`src/rtl/scratch_ram_slave_pkg.sv`:
```
`default_nettype none
// ============================================================================
// Module      : scratch_ram_slave_pkg
// Description : Shared definitions for the scratchpad bus slave: one-hot
//               access-state encoding, the system-bus slave base addresses,
//               and a helper that picks the first state of an access.
// Ports       : none (package)
// Revision    : 1.0 - initial release
// ============================================================================
package scratch_ram_slave_pkg;

    // One-hot access states, 4 bits wide.
    typedef enum logic [3:0] {
        S_IDLE = 4'b0001,
        S_WAIT = 4'b0010,
        S_XFER = 4'b0100,
        S_RESP = 4'b1000
    } state_t;

    // Word base addresses of the slaves on the system bus.
    localparam logic [31:0] c_sram_base_addr    = 32'hc000_0000;
    localparam logic [31:0] c_seg7_base_addr    = 32'hc000_1000;
    localparam logic [31:0] c_scratch_base_addr = 32'hc000_2000;

    // Width of the wait-state down-counter.
    localparam int c_wait_cnt_width = 4;

    // An accepted access goes through WAIT only when wait states are configured.
    function automatic state_t f_first_state(input int wait_states);
        return (wait_states > 0) ? S_WAIT : S_XFER;
    endfunction

endpackage
`default_nettype wire

```
`src/rtl/scratch_ram_slave.sv`:
```
`default_nettype none
// ============================================================================
// Module      : scratch_ram_slave
// Description : Memory-mapped scratchpad responder. Decodes a word-addressed
//               window of DEPTH words at BASE_ADDR, inserts WAIT_STATES busy
//               cycles per access, and returns read data with a one-cycle
//               valid strobe.
// Ports       : clk          - clock, rising edge
//               n_rst        - asynchronous active-low reset
//               i_en         - request strobe
//               i_rnw        - 1 = read, 0 = write
//               i_address    - word address
//               i_wdata      - write data
//               o_busy       - access in progress, requests ignored
//               o_data_valid - one-cycle read-data strobe
//               o_rdata      - read data, held until the next read completes
// Revision    : 1.0 - initial release
// ============================================================================
module scratch_ram_slave
    import scratch_ram_slave_pkg::*;
#(
    parameter int                    ADDR_WIDTH  = 32,
    parameter int                    DATA_WIDTH  = 32,
    parameter logic [ADDR_WIDTH-1:0] BASE_ADDR   = ADDR_WIDTH'(c_scratch_base_addr),
    parameter int                    DEPTH       = 16,
    parameter int                    WAIT_STATES = 1
) (
    input  logic                  clk,
    input  logic                  n_rst,
    input  logic                  i_en,
    input  logic                  i_rnw,
    input  logic [ADDR_WIDTH-1:0] i_address,
    input  logic [DATA_WIDTH-1:0] i_wdata,
    output logic                  o_busy,
    output logic                  o_data_valid,
    output logic [DATA_WIDTH-1:0] o_rdata
);

    localparam int c_idx_width = $clog2(DEPTH);
    // Counter reload: WAIT is left when the counter is already zero, so
    // loading WAIT_STATES-1 yields exactly WAIT_STATES cycles in WAIT.
    localparam logic [c_wait_cnt_width-1:0] c_wait_load =
        (WAIT_STATES > 0) ? c_wait_cnt_width'(WAIT_STATES - 1) : '0;
    localparam state_t c_first_state = f_first_state(WAIT_STATES);

    state_t                        r_state;
    state_t                        w_next_state;
    logic [c_wait_cnt_width-1:0]   r_wait_cnt;
    logic                          r_rnw;
    logic [c_idx_width-1:0]        r_idx;
    logic [DATA_WIDTH-1:0]         r_wdata;
    logic [DATA_WIDTH-1:0]         r_rdata;
    logic [DATA_WIDTH-1:0]         r_mem [DEPTH];

    logic [ADDR_WIDTH-1:0]         w_offset;
    logic                          w_hit;
    logic                          w_can_accept;
    logic                          w_accept;

    // Unsigned offset into the window; addresses below BASE_ADDR wrap to a
    // large offset and therefore miss.
    assign w_offset     = i_address - BASE_ADDR;
    assign w_hit        = (w_offset < ADDR_WIDTH'(DEPTH));
    // Not busy in IDLE and RESP, so a new access can start on the RESP cycle.
    assign w_can_accept = (r_state == S_IDLE) || (r_state == S_RESP);
    assign w_accept     = i_en && w_can_accept && w_hit;

    // ------------------------------------------------------------------
    // State register
    // ------------------------------------------------------------------
    always_ff @(posedge clk or negedge n_rst) begin
        if (!n_rst) begin
            r_state <= S_IDLE;
        end else begin
            r_state <= w_next_state;
        end
    end

    // ------------------------------------------------------------------
    // Next-state logic
    // ------------------------------------------------------------------
    always_comb begin
        w_next_state = r_state;
        case (r_state)
            S_IDLE: begin
                if (w_accept) begin
                    w_next_state = c_first_state;
                end
            end
            S_WAIT: begin
                if (r_wait_cnt == '0) begin
                    w_next_state = S_XFER;
                end
            end
            S_XFER: begin
                w_next_state = r_rnw ? S_RESP : S_IDLE;
            end
            S_RESP: begin
                w_next_state = w_accept ? c_first_state : S_IDLE;
            end
            default: begin
                w_next_state = S_IDLE;
            end
        endcase
    end

    // ------------------------------------------------------------------
    // Output decode: both strobes come straight from state flops.
    // ------------------------------------------------------------------
    always_comb begin
        o_busy       = 1'b0;
        o_data_valid = 1'b0;
        case (r_state)
            S_WAIT, S_XFER: o_busy       = 1'b1;
            S_RESP:         o_data_valid = 1'b1;
            default: ;
        endcase
    end

    assign o_rdata = r_rdata;

    // ------------------------------------------------------------------
    // Request capture, wait counter and read-data register
    // ------------------------------------------------------------------
    always_ff @(posedge clk or negedge n_rst) begin
        if (!n_rst) begin
            r_wait_cnt <= '0;
            r_rnw      <= 1'b0;
            r_idx      <= '0;
            r_wdata    <= '0;
            r_rdata    <= '0;
        end else begin
            if (w_accept) begin
                r_rnw      <= i_rnw;
                r_idx      <= w_offset[c_idx_width-1:0];
                r_wdata    <= i_wdata;
                r_wait_cnt <= c_wait_load;
            end else if ((r_state == S_WAIT) && (r_wait_cnt != '0)) begin
                r_wait_cnt <= r_wait_cnt - 1'b1;
            end

            if ((r_state == S_XFER) && r_rnw) begin
                r_rdata <= r_mem[r_idx];
            end
        end
    end

    // ------------------------------------------------------------------
    // Storage array, cleared on reset. A reset during an access returns
    // the FSM to IDLE before XFER, so no write is committed.
    // ------------------------------------------------------------------
    always_ff @(posedge clk or negedge n_rst) begin
        if (!n_rst) begin
            for (int i = 0; i < DEPTH; i++) begin
                r_mem[i] <= '0;
            end
        end else if ((r_state == S_XFER) && !r_rnw) begin
            r_mem[r_idx] <= r_wdata;
        end
    end

endmodule
`default_nettype wire

```
`config.mk`:
```
export PLATFORM = sky130hd
export DESIGN_NAME = scratch_ram_slave
export DESIGN_NICKNAME = d
export VERILOG_FILES = /design/src/rtl/scratch_ram_slave_pkg.sv /design/src/rtl/scratch_ram_slave.sv
export SDC_FILE = /design/constraint.sdc
export NUM_CORES = 1
export LEC_CHECK = 0
export CAP_MARGIN = 0
export CORE_AREA = 3 3 234 293
export CTS_CLUSTER_SIZE = 20
export DETAILED_ROUTE_END_ITERATION = 8
export DIE_AREA = 0 0 237 296
export SETUP_SLACK_MARGIN = 0.02
export SYNTH_ARGS = -nofsm -noshare
export SYNTH_HDL_FRONTEND = slang
export SYNTH_SLANG_ARGS = --single-unit
```
`constraint.sdc`:
```
create_clock -name clk -period 3.6 [get_ports clk]
set_input_delay 0.54 -clock clk [delete_from_list [all_inputs] [get_ports clk]]
set_output_delay 0.54 -clock clk [all_outputs]
set_load 0.01 [all_outputs]
```
==> results of run 1 <==
[flip-flops by register name, indices dropped and copies added (netlist names)]
signal and flops:
r_mem 512, o_rdata 32, r_wdata 32, r_idx 4, r_state 4, r_wait_cnt 4, r_rnw 1
[metrics by stage]
step	setup slack, ns	std cells
finish	0.460	2570
global route	0.348	2570
CTS	0.529	2570
detailed placement	-0.129	2470
global placement	-0.133	2470
floorplan	0.444	1570
[worst max-delay path: cells and delay by family]
family	cells	cell delay, ns
mux	1	0.34
simple gates	4	1.72
buf+inv	2	0.62
compound gates	1	0.36
[cell families (layout without fill, tap and decap cells)]
group,after synthesis,in the layout,share of synthesized area [%]
xor gates and xnor gates,6,6,0.200
buffers and inverters,136,280,2.09
muxes,742,742,39.2
AOI/OAI and AO/OA,15,15,0.487
and+or+nand+nor,79,79,1.68
DFF,589,589,56.2
adders and majority gates,3,3,0.143
[worst max-delay path by stage]
stage / start / to / cells past startpoint
after global placement: i_address[21] / r_wdata[0] / 8
final: i_address[21] / r_wdata[0] / 8
after detailed placement: i_address[20] / r_wdata[0] / 8
after floorplan: i_address[21] / r_idx[3] / 8
after global routing: i_address[13] / r_wdata[0] / 10
after CTS: i_address[20] / r_wdata[0] / 8
[power by group through the flow]
stage          registers [mW]  clock network [mW]  logic (mW)
2_1_floorplan            6.74                   0      0.0169
3_3_place_gp             6.74                   0       0.270
3_5_place_dp             6.74                   0       0.277
4_1_cts                  6.62                6.27       0.278
5_1_grt                  6.61                6.54       0.303
6_report                 6.62                6.08       0.265
[final cells by class]
type / count / area share [%]
timing repair buffer: 176 / 5.99
clock buffer: 86 / 5.64
multi-input combinational: 845 / 36.0
inverter: 5 / 0.0613
clock inverter: 13 / 0.601
sequential: 589 / 48.2
tap: 856 / 3.50
[layout by cell type, fill, tap and decap left out, drive strengths merged, types with 6 or more instances in the layout]
cell | Yosys | routed
clkbuf | 77 | 86
buf | 54 | 75
dfrtp | 588 | 588
clkinv | 0 | 9
nor2 | 10 | 10
nor3 | 9 | 9
clkdlybuf4s50 | 0 | 100
mux4 | 160 | 160
nor2b | 6 | 6
mux2 | 581 | 581
nand2 | 17 | 17
nor4 | 7 | 7
[metal layers]
| metal | vias up | wire [um] | part of all wire, % | global-route usage (%) |
|---|---|---|---|---|
| li1 | 6084 | - | - | - |
| met1 | 7743 | 27300 | 44 | 24.4 |
| met2 | 229 | 31500 | 51 | 31.1 |
| met3 | 69 | 2400 | 3.9 | 2.79 |
| met4 | 0 | 996 | 1.6 | 3.59 |
| met5 | - | 0 | 0 | 0 |
==> impl_metrics.env, run 1 <==
export IMPL_synth_edff_count=0
export IMPL_crit_path_end_kind="flip-flop"
export IMPL_synthesis_nets=1641
export IMPL_core_um2=65800
export IMPL_finClkSkew_ns=0.0260
export IMPL_synth_cell_types=42
export IMPL_synth_area_leaders="dfrtp_1 56%, mux2_2 23%, mux4_2 14%, mux2_4 1.9%, clkbuf_1 1.1%"
export IMPL_ys_ff_latch=589
export IMPL_die_x_um=237
export IMPL_yosysTopAreaCellShare_pct=56.1
export IMPL_placed_cell_area_um2=28700
export IMPL_seq_power_share_pct=51.0
export IMPL_final_antenna_net_count=0
export IMPL_clk_latency_ns=0.61
export IMPL_cp_arrival_ns=3.62
export IMPL_hpwl_um=37300
export IMPL_r2r_cells=6
export IMPL_grt_max_degree=84
export IMPL_cts_hold_buf=1
export IMPL_track_usage_pct=18.0
export IMPL_yosysTopAreaCell="dfrtp_1"
export IMPL_path_class="input port to flip-flop"
export IMPL_yosys_warnings=0
export IMPL_clockPowerShare_pct=46.9
export IMPL_crit_chain="clkdlybuf4s50_1 > or4_4 > or4_4 > a2111oi_2 > nand4_1 > or4_4 > buf_12 > mux2_1"
export IMPL_drive_above_1_share_pct=54.3
export IMPL_min_path_type="flip-flop to flip-flop"
export IMPL_yosysSeqAreaShare_pct=56.2
export IMPL_drv_cap=0
export IMPL_setup_viol=0
export IMPL_clock_sinks=589
export IMPL_cts_root_buf="clkbuf_16"
export IMPL_path_clk_slew_ns=0.06
export IMPL_hold_viol=0
export IMPL_p_int_mw=10.3
export IMPL_grt_pass1_wl_um=97100
export IMPL_fin_nets=1745
export IMPL_avgSynthCellArea_um2=16.7
export IMPL_fin_tns_setup_ns=0
export IMPL_ir_worst_vdd_v=0.000338
export IMPL_grt_pass1_vias=15400
export IMPL_cts_tree="done"
export IMPL_startpoint_type="input port"
export IMPL_yosys_most_used_dff="dfrtp_1"
export IMPL_rows=105
export IMPL_fmax_ghz=0.319
export IMPL_p_leak_nw=14.4
export IMPL_place_congestion=0.762
export IMPL_synth_area_um2=26200
export IMPL_crit_required_ns=4.09
export IMPL_pin_count=102
export IMPL_worstHoldStart="r_mem[171]"
export IMPL_antenna_found_initial=1
export IMPL_period_needed_ns=3.14
export IMPL_ys_top_cells_by_count="588 x dfrtp_1, 544 x mux2_2, 160 x mux4_2"
export IMPL_initial_utilization_pct=39.9
export IMPL_synth_cells=1570
export IMPL_design_area_um2=30600
export IMPL_pwr_share_comb_pct=2.0
export IMPL_swShare_pct=20.6
export IMPL_routed_wl_um=62200
export IMPL_multi_input_area_um2=11000
export IMPL_fin_crit_sh_pct=87.2
export IMPL_status="finished clean"
export IMPL_slowest_delay_ns=0.55
export IMPL_reg2reg_slack_ns=0.59
export IMPL_cts_htree_levels=2
export IMPL_firstDrtPassIters=6
export IMPL_reg2reg_from="r_state[3]"
export IMPL_synth_most_common_cell="dfrtp_1"
export IMPL_final_util_pct=46.5
export IMPL_p_switching_mw=2.68
export IMPL_cts_resized_gates=0
export IMPL_drt_iter0_drc=817
export IMPL_worstMarginPinSlew_ns=0.834
export IMPL_vias=14100
export IMPL_slew_headroom_pct=44.0
export IMPL_clk_path_buf_depth=3
export IMPL_critPathMostFrequentCell="or4_4"
export IMPL_diodes=0
export IMPL_drv_slew=0
export IMPL_dieArea_um2=70200
export IMPL_ys_async_sr_fraction_pct=100
export IMPL_ff_latch_area_um2=14800
export IMPL_drc=0
export IMPL_critPathSlowestCell="or4_4"
export IMPL_cts_buffers=57
export IMPL_die_h_um=296
export IMPL_whs_ns=0.499
export IMPL_critPathMaxFanout=21
export IMPL_grt_ovfl_total=0
export IMPL_r2r_end="r_mem[155]"
export IMPL_powerDensity_nw_per_um2=424
export IMPL_viasPerCell=5.50
export IMPL_rsz0062_at_grt="false"
export IMPL_port_buffers=101
export IMPL_area_growth_synth_to_final_pct=16.6
export IMPL_nFillCells=5631
export IMPL_wl_per_cell_um=24.2
export IMPL_cts_setup_buffers=0
export IMPL_min_to="r_mem[171]"
export IMPL_finalPower_mw=13.0
export IMPL_whs_path_depth=1
Power figures use the tool's default switching activity.
==> inputs of run 2 (changes only) <==
CORE_AREA = 3 3 200 251   (was 3 3 234 293)
DIE_AREA = 0 0 203 254   (was 0 0 237 296)
PLACE_DENSITY = 0.72   (was not set)
SLEW_MARGIN = 20   (was not set)
==> run 2 against run 1 <==
  * Wire length shrank 5.4%
  * Clock skew decreased by 0.012 ns
  * Total power up 1.3%
  * Critical path depth up 3
  * Register-to-register slack improved by 0.18 ns
  * Setup slack better by 0.014 ns
  * First-iteration DRC count is 15% lower
  * Clock power rose by 3%
  * Combinational power barely moved
  * Core utilization rose by 17 points
  * Critical endpoint is now r_wdata[9]
==> impl_metrics.env, run 2 (synthesized netlist as in run 1, its figures left out) <==
export IMPL_status="finished clean"
export IMPL_drt_iter0_drc=693
export IMPL_path_class="input port to flip-flop"
export IMPL_cts_root_buf="clkbuf_16"
export IMPL_final_antenna_net_count=0
export IMPL_rows=90
export IMPL_hpwl_um=35300
export IMPL_cp_num_cells=11
export IMPL_setup_viol=0
export IMPL_drv_slew=0
export IMPL_p_switching_mw=2.75
export IMPL_layout_commonest_cell="dfrtp_1"
export IMPL_critPathTopFamily="simple AND/OR/NAND/NOR gates"
export IMPL_initial_utilization_pct=54.6
export IMPL_crit_required_ns=4.09
export IMPL_design_area_um2=30400
export IMPL_swShare_pct=20.9
export IMPL_track_usage_pct=23.5
export IMPL_period_needed_ns=3.13
export IMPL_ir_worst_vdd_v=0.000372
export IMPL_startpoint_type="input port"
export IMPL_largest_register_ff_count=512
export IMPL_p_leak_nw=14.5
export IMPL_cp_arrival_ns=3.62
export IMPL_finalNonFillerCells=2369
export IMPL_finClkSkew_ns=0.0142
export IMPL_clock_sinks=589
export IMPL_diodes=0
export IMPL_port_buffers=101
export IMPL_critPathSlowestCell="or3b_1"
export IMPL_core_um2=48100
export IMPL_seq_power_share_pct=50.4
export IMPL_clockPowerShare_pct=47.6
export IMPL_antenna_found_initial=1
export IMPL_cts_tree="done"
export IMPL_placed_cell_area_um2=28400
export IMPL_die_x_um=203
export IMPL_rsz0062_at_grt="false"
export IMPL_r2r_cells=6
export IMPL_place_congestion=0.763
export IMPL_p_int_mw=10.4
export IMPL_worstMarginPinSlew_ns=0.844
export IMPL_drv_cap=0
export IMPL_multi_input_area_um2=11000
export IMPL_clk_latency_ns=0.62
export IMPL_grt_ovfl_total=0
export IMPL_nFillCells=3490
export IMPL_firstDrtPassIters=4
export IMPL_setup_slack_ns=0.475
export IMPL_viasPerCell=5.99
export IMPL_drc=0
export IMPL_slowest_delay_ns=0.49
export IMPL_crit_chain="clkdlybuf4s50_1 > buf_4 > inv_1 > ha_1 > or3b_1 > o32a_1 > o32ai_1 > nand4_1 > or4_4 > buf_12 > mux2_4"
export IMPL_dpl_cell_count=2261
export IMPL_fmax_ghz=0.320
export IMPL_pwr_share_comb_pct=2.0
export IMPL_ff_latch_area_um2=14800
export IMPL_cts_htree_levels=2
export IMPL_clk_path_buf_depth=3
export IMPL_whs_path_depth=1
export IMPL_regMostFlops="r_mem"
export IMPL_path_buf_inv=4
export IMPL_die_h_um=254
export IMPL_hold_viol=0
export IMPL_routed_wl_um=58900
export IMPL_critPathMaxFanout=19
export IMPL_powerDensity_nw_per_um2=432
export IMPL_drive_above_1_share_pct=54.8
export IMPL_cts_buffers=58
export IMPL_path_clk_slew_ns=0.06
export IMPL_whs_ns=0.501
export IMPL_wl_per_cell_um=24.9
export IMPL_fin_crit_sh_pct=86.8
export IMPL_crit_path_end_kind="flip-flop"
export IMPL_min_path_type="flip-flop to flip-flop"
export IMPL_slew_headroom_pct=43.4
export IMPL_fin_nets=1749
export IMPL_dieArea_um2=51600
export IMPL_pin_count=102
export IMPL_vias=14200
export IMPL_dpl_worst_slack_ns=-0.117
export IMPL_grt_pass1_wl_um=93200
export IMPL_mostFrequentLayoutCells="584 x dfrtp_1, 544 x mux2_2, 160 x mux4_2"
export IMPL_grt_max_degree=91
export IMPL_grt_pass1_vias=15500
export IMPL_area_growth_synth_to_final_pct=15.9
export IMPL_final_util_pct=63.2
-- run 2: cell types whose count changed in the layout (fill, tap and decap cells not counted), sizes merged --
cell	change
buf	+3
clkinv	+9
clkbuf	-2
clkinvlp	+1
-- run 2: power by group through the flow --
| stage | registers (mW) | logic, mW | clock network [mW] |
|---|---|---|---|
| final | 6.62 | 0.263 | 6.25 |
| after global routing | 6.61 | 0.298 | 6.65 |
| after CTS | 6.62 | 0.275 | 6.40 |
| after detailed placement | 6.74 | 0.272 | 0 |
| after global placement | 6.74 | 0.266 | 0 |
| after floorplan | 6.74 | 0.0169 | 0 |
-- run 2: per-layer routing --
| metal | wire [um] | global-route usage [%] |
|---|---|---|
| met1 | 26000 | 33.1 |
| met2 | 30000 | 40.1 |
| met3 | 2000 | 3.18 |
| met4 | 854 | 4.50 |
| met5 | 0 | 0 |
-- run 2: area by class of cell --
cell class	count	share of cell area, %
Clock buffer	84	5.76
Clock inverter	23	0.852
Inverter	5	0.0618
Multi-Input combinational cell	845	36.2
Sequential cell	589	48.5
Tap cell	644	2.65
Timing Repair Buffer	179	5.90
-- run 2: repair_timing --
item                                    in CTS  in global routing
hold endpoints to repair                    73                  0
hold buffers                                 1                  0
endpoints found under the setup margin       0                  0
setup buffers                                0                  0
resized for setup                            0                  0
-- run 2: stage by stage --
step / setup TNS, ns / power, mW
finish: 0 / 13.1
global route: 0 / 13.6
CTS: 0 / 13.3
detailed placement: -3.68 / 7.01
global placement: -3.07 / 7.01
floorplan: 0 / 6.76
-- run 2: path summary, 6_finish.rpt --
check / to / from / slack (ns)
max: r_wdata[9] / i_address[13] / 0.47
min: r_mem[315] / r_mem[315] / 0.50
max reg2reg: r_mem[9] / r_state[3] / 0.77
min reg2reg: r_mem[315] / r_mem[315] / 0.50
max in group asynchronous: o_rdata[24] / n_rst / 2.11
min in group asynchronous: r_mem[353] / n_rst / 0.53
==> inputs of run 3 (changes only) <==
CTS_CLUSTER_SIZE = 10   (was 20)
==> run 3 against run 2 <==
  * Core utilization fell by 0.37 points
  * Sequential share of layout area rose by 0.28 points
  * Setup slack got worse by 0.014 ns
  * Final cell count fell by 1.0%
  * Fmax fell by 0.44%
  * Critical path type unchanged
==> impl_metrics.env, run 3 (synthesized netlist as in run 1, its figures left out) <==
export IMPL_dieArea_um2=51600
export IMPL_rsz0062_at_grt="false"
export IMPL_nFillCells=3477
export IMPL_grt_pass1_wl_um=94200
export IMPL_die_x_um=203
export IMPL_cts_buffers=68
export IMPL_clk_path_buf_depth=3
export IMPL_crit_path_end_kind="flip-flop"
export IMPL_p_leak_nw=14.4
export IMPL_fin_crit_sh_pct=87.2
export IMPL_port_buffers=101
export IMPL_path_clk_slew_ns=0.05
export IMPL_mostFrequentLayoutCells="584 x dfrtp_1, 544 x mux2_2, 160 x mux4_2"
export IMPL_status="finished clean"
export IMPL_firstDrtPassIters=5
export IMPL_powerDensity_nw_per_um2=427
export IMPL_cp_arrival_ns=3.61
export IMPL_layout_commonest_cell="dfrtp_1"
export IMPL_largest_register_ff_count=512
export IMPL_die_h_um=254
export IMPL_hold_viol=0
export IMPL_setup_viol=0
export IMPL_diodes=0
export IMPL_antenna_found_initial=1
export IMPL_period_needed_ns=3.14
export IMPL_final_antenna_net_count=0
export IMPL_rows=90
export IMPL_fin_tns_setup_ns=0
export IMPL_cts_htree_levels=3
export IMPL_finClkSkew_ns=0.0200
export IMPL_grt_max_degree=91
export IMPL_crit_required_ns=4.07
export IMPL_drt_iter0_drc=825
export IMPL_grt_ovfl_total=0
export IMPL_drc=0
export IMPL_grt_pass1_vias=15700
export IMPL_design_area_um2=30200
export IMPL_regMostFlops="r_mem"
export IMPL_placed_cell_area_um2=28400
export IMPL_core_um2=48100
export IMPL_slew_headroom_pct=47.3
export IMPL_worstMarginPinSlew_ns=0.786
export IMPL_cts_setup_buffers=0
export IMPL_area_growth_synth_to_final_pct=15.2
export IMPL_dpl_worst_slack_ns=-0.117
export IMPL_clock_sinks=589
export IMPL_path_class="input port to flip-flop"
export IMPL_startpoint_type="input port"
export IMPL_setup_slack_ns=0.461
export IMPL_drive_above_1_share_pct=54.1
export IMPL_place_congestion=0.763
export IMPL_whs_ns=0.499
export IMPL_routed_wl_um=59600
export IMPL_cts_root_buf="clkbuf_16"
export IMPL_fin_nets=1759
export IMPL_critPathMaxFanout=24
export IMPL_clk_latency_ns=0.59
export IMPL_viasPerCell=6.11
export IMPL_track_usage_pct=23.9
export IMPL_fmax_ghz=0.319
export IMPL_drv_slew=0
export IMPL_vias=14300
export IMPL_drv_cap=0
export IMPL_pin_count=102
export IMPL_hpwl_um=35300
export IMPL_cts_tree="done"
export IMPL_ir_worst_vdd_v=0.000386
export IMPL_min_path_type="flip-flop to flip-flop"
export IMPL_initial_utilization_pct=54.6
export IMPL_wl_per_cell_um=25.4
## run 3: cell types whose count changed in the layout (fill, tap and decap cells not counted), sizes merged
| cell | delta |
|---|---|
| inv | +4 |
| bufinv | -4 |
| clkinvlp | -1 |
| clkinv | -17 |
| clkbuf | -6 |
## run 3: layout make-up
type / count / area (um^2) / share of cell area [%]
Tap cell: 644 / 806 / 2.67
Timing Repair Buffer: 179 / 1790 / 5.93
Multi-Input combinational cell: 845 / 11000 / 36.5
Inverter: 5 / 18.8 / 0.0621
Clock buffer: 78 / 1780 / 5.90
Clock inverter: 5 / 51.3 / 0.170
Sequential cell: 589 / 14800 / 48.8
## run 3: metrics by stage
stage / util (%) / power (mW) / cells
3_3_place_gp: 59.0 / 7.01 / 2261
2_1_floorplan: - / 6.76 / 1570
4_1_cts: 62.8 / 13.0 / 2345
3_5_place_dp: 59.0 / 7.01 / 2261
6_report: 62.8 / 12.9 / 2345
5_1_grt: 62.8 / 13.3 / 2345
## run 3: worst paths after layout
path | from | to | slack (ns) | cells past startpoint
worst min-delay path | r_mem[180] | r_mem[180] | 0.50 | 1
worst max register to register | r_state[3] | r_mem[11] | 0.72 | 6
worst max-delay path | i_address[21] | r_wdata[15] | 0.46 | 8
min in group asynchronous | n_rst | r_mem[385] | 0.57 | 2
worst min register to register | r_mem[180] | r_mem[180] | 0.50 | 1
max in group asynchronous | n_rst | r_state[0] | 2.06 | 3
## run 3: repair_timing
item / 4_1_cts / 5_1_grt
hold buffers: 1 / 0
resized for setup: 0 / 0
endpoints found under the hold margin: 6 / 0
## run 3: where the power goes
group	total, mW	internal, mW	switching, mW
logic	0.264	0.0998	0.164
registers	6.63	6.63	0.000000251
clock network	6.00	3.47	2.53
## run 3: worst max-delay path, stage by stage
cell	delay [ns]
clkdlybuf4s50_1	0.43
or4_4	0.54
or4_4	0.53
a2111oi_2	0.37
nand4_1	0.14
or4_4	0.49
buf_12	0.20
mux2_4	0.32
## run 3: routing by layer
layer	routed length, um	GRT usage [%]
met5	0	0
met4	1030	6.20
met3	1930	3.16
met2	30300	40.4
met1	26300	33.4
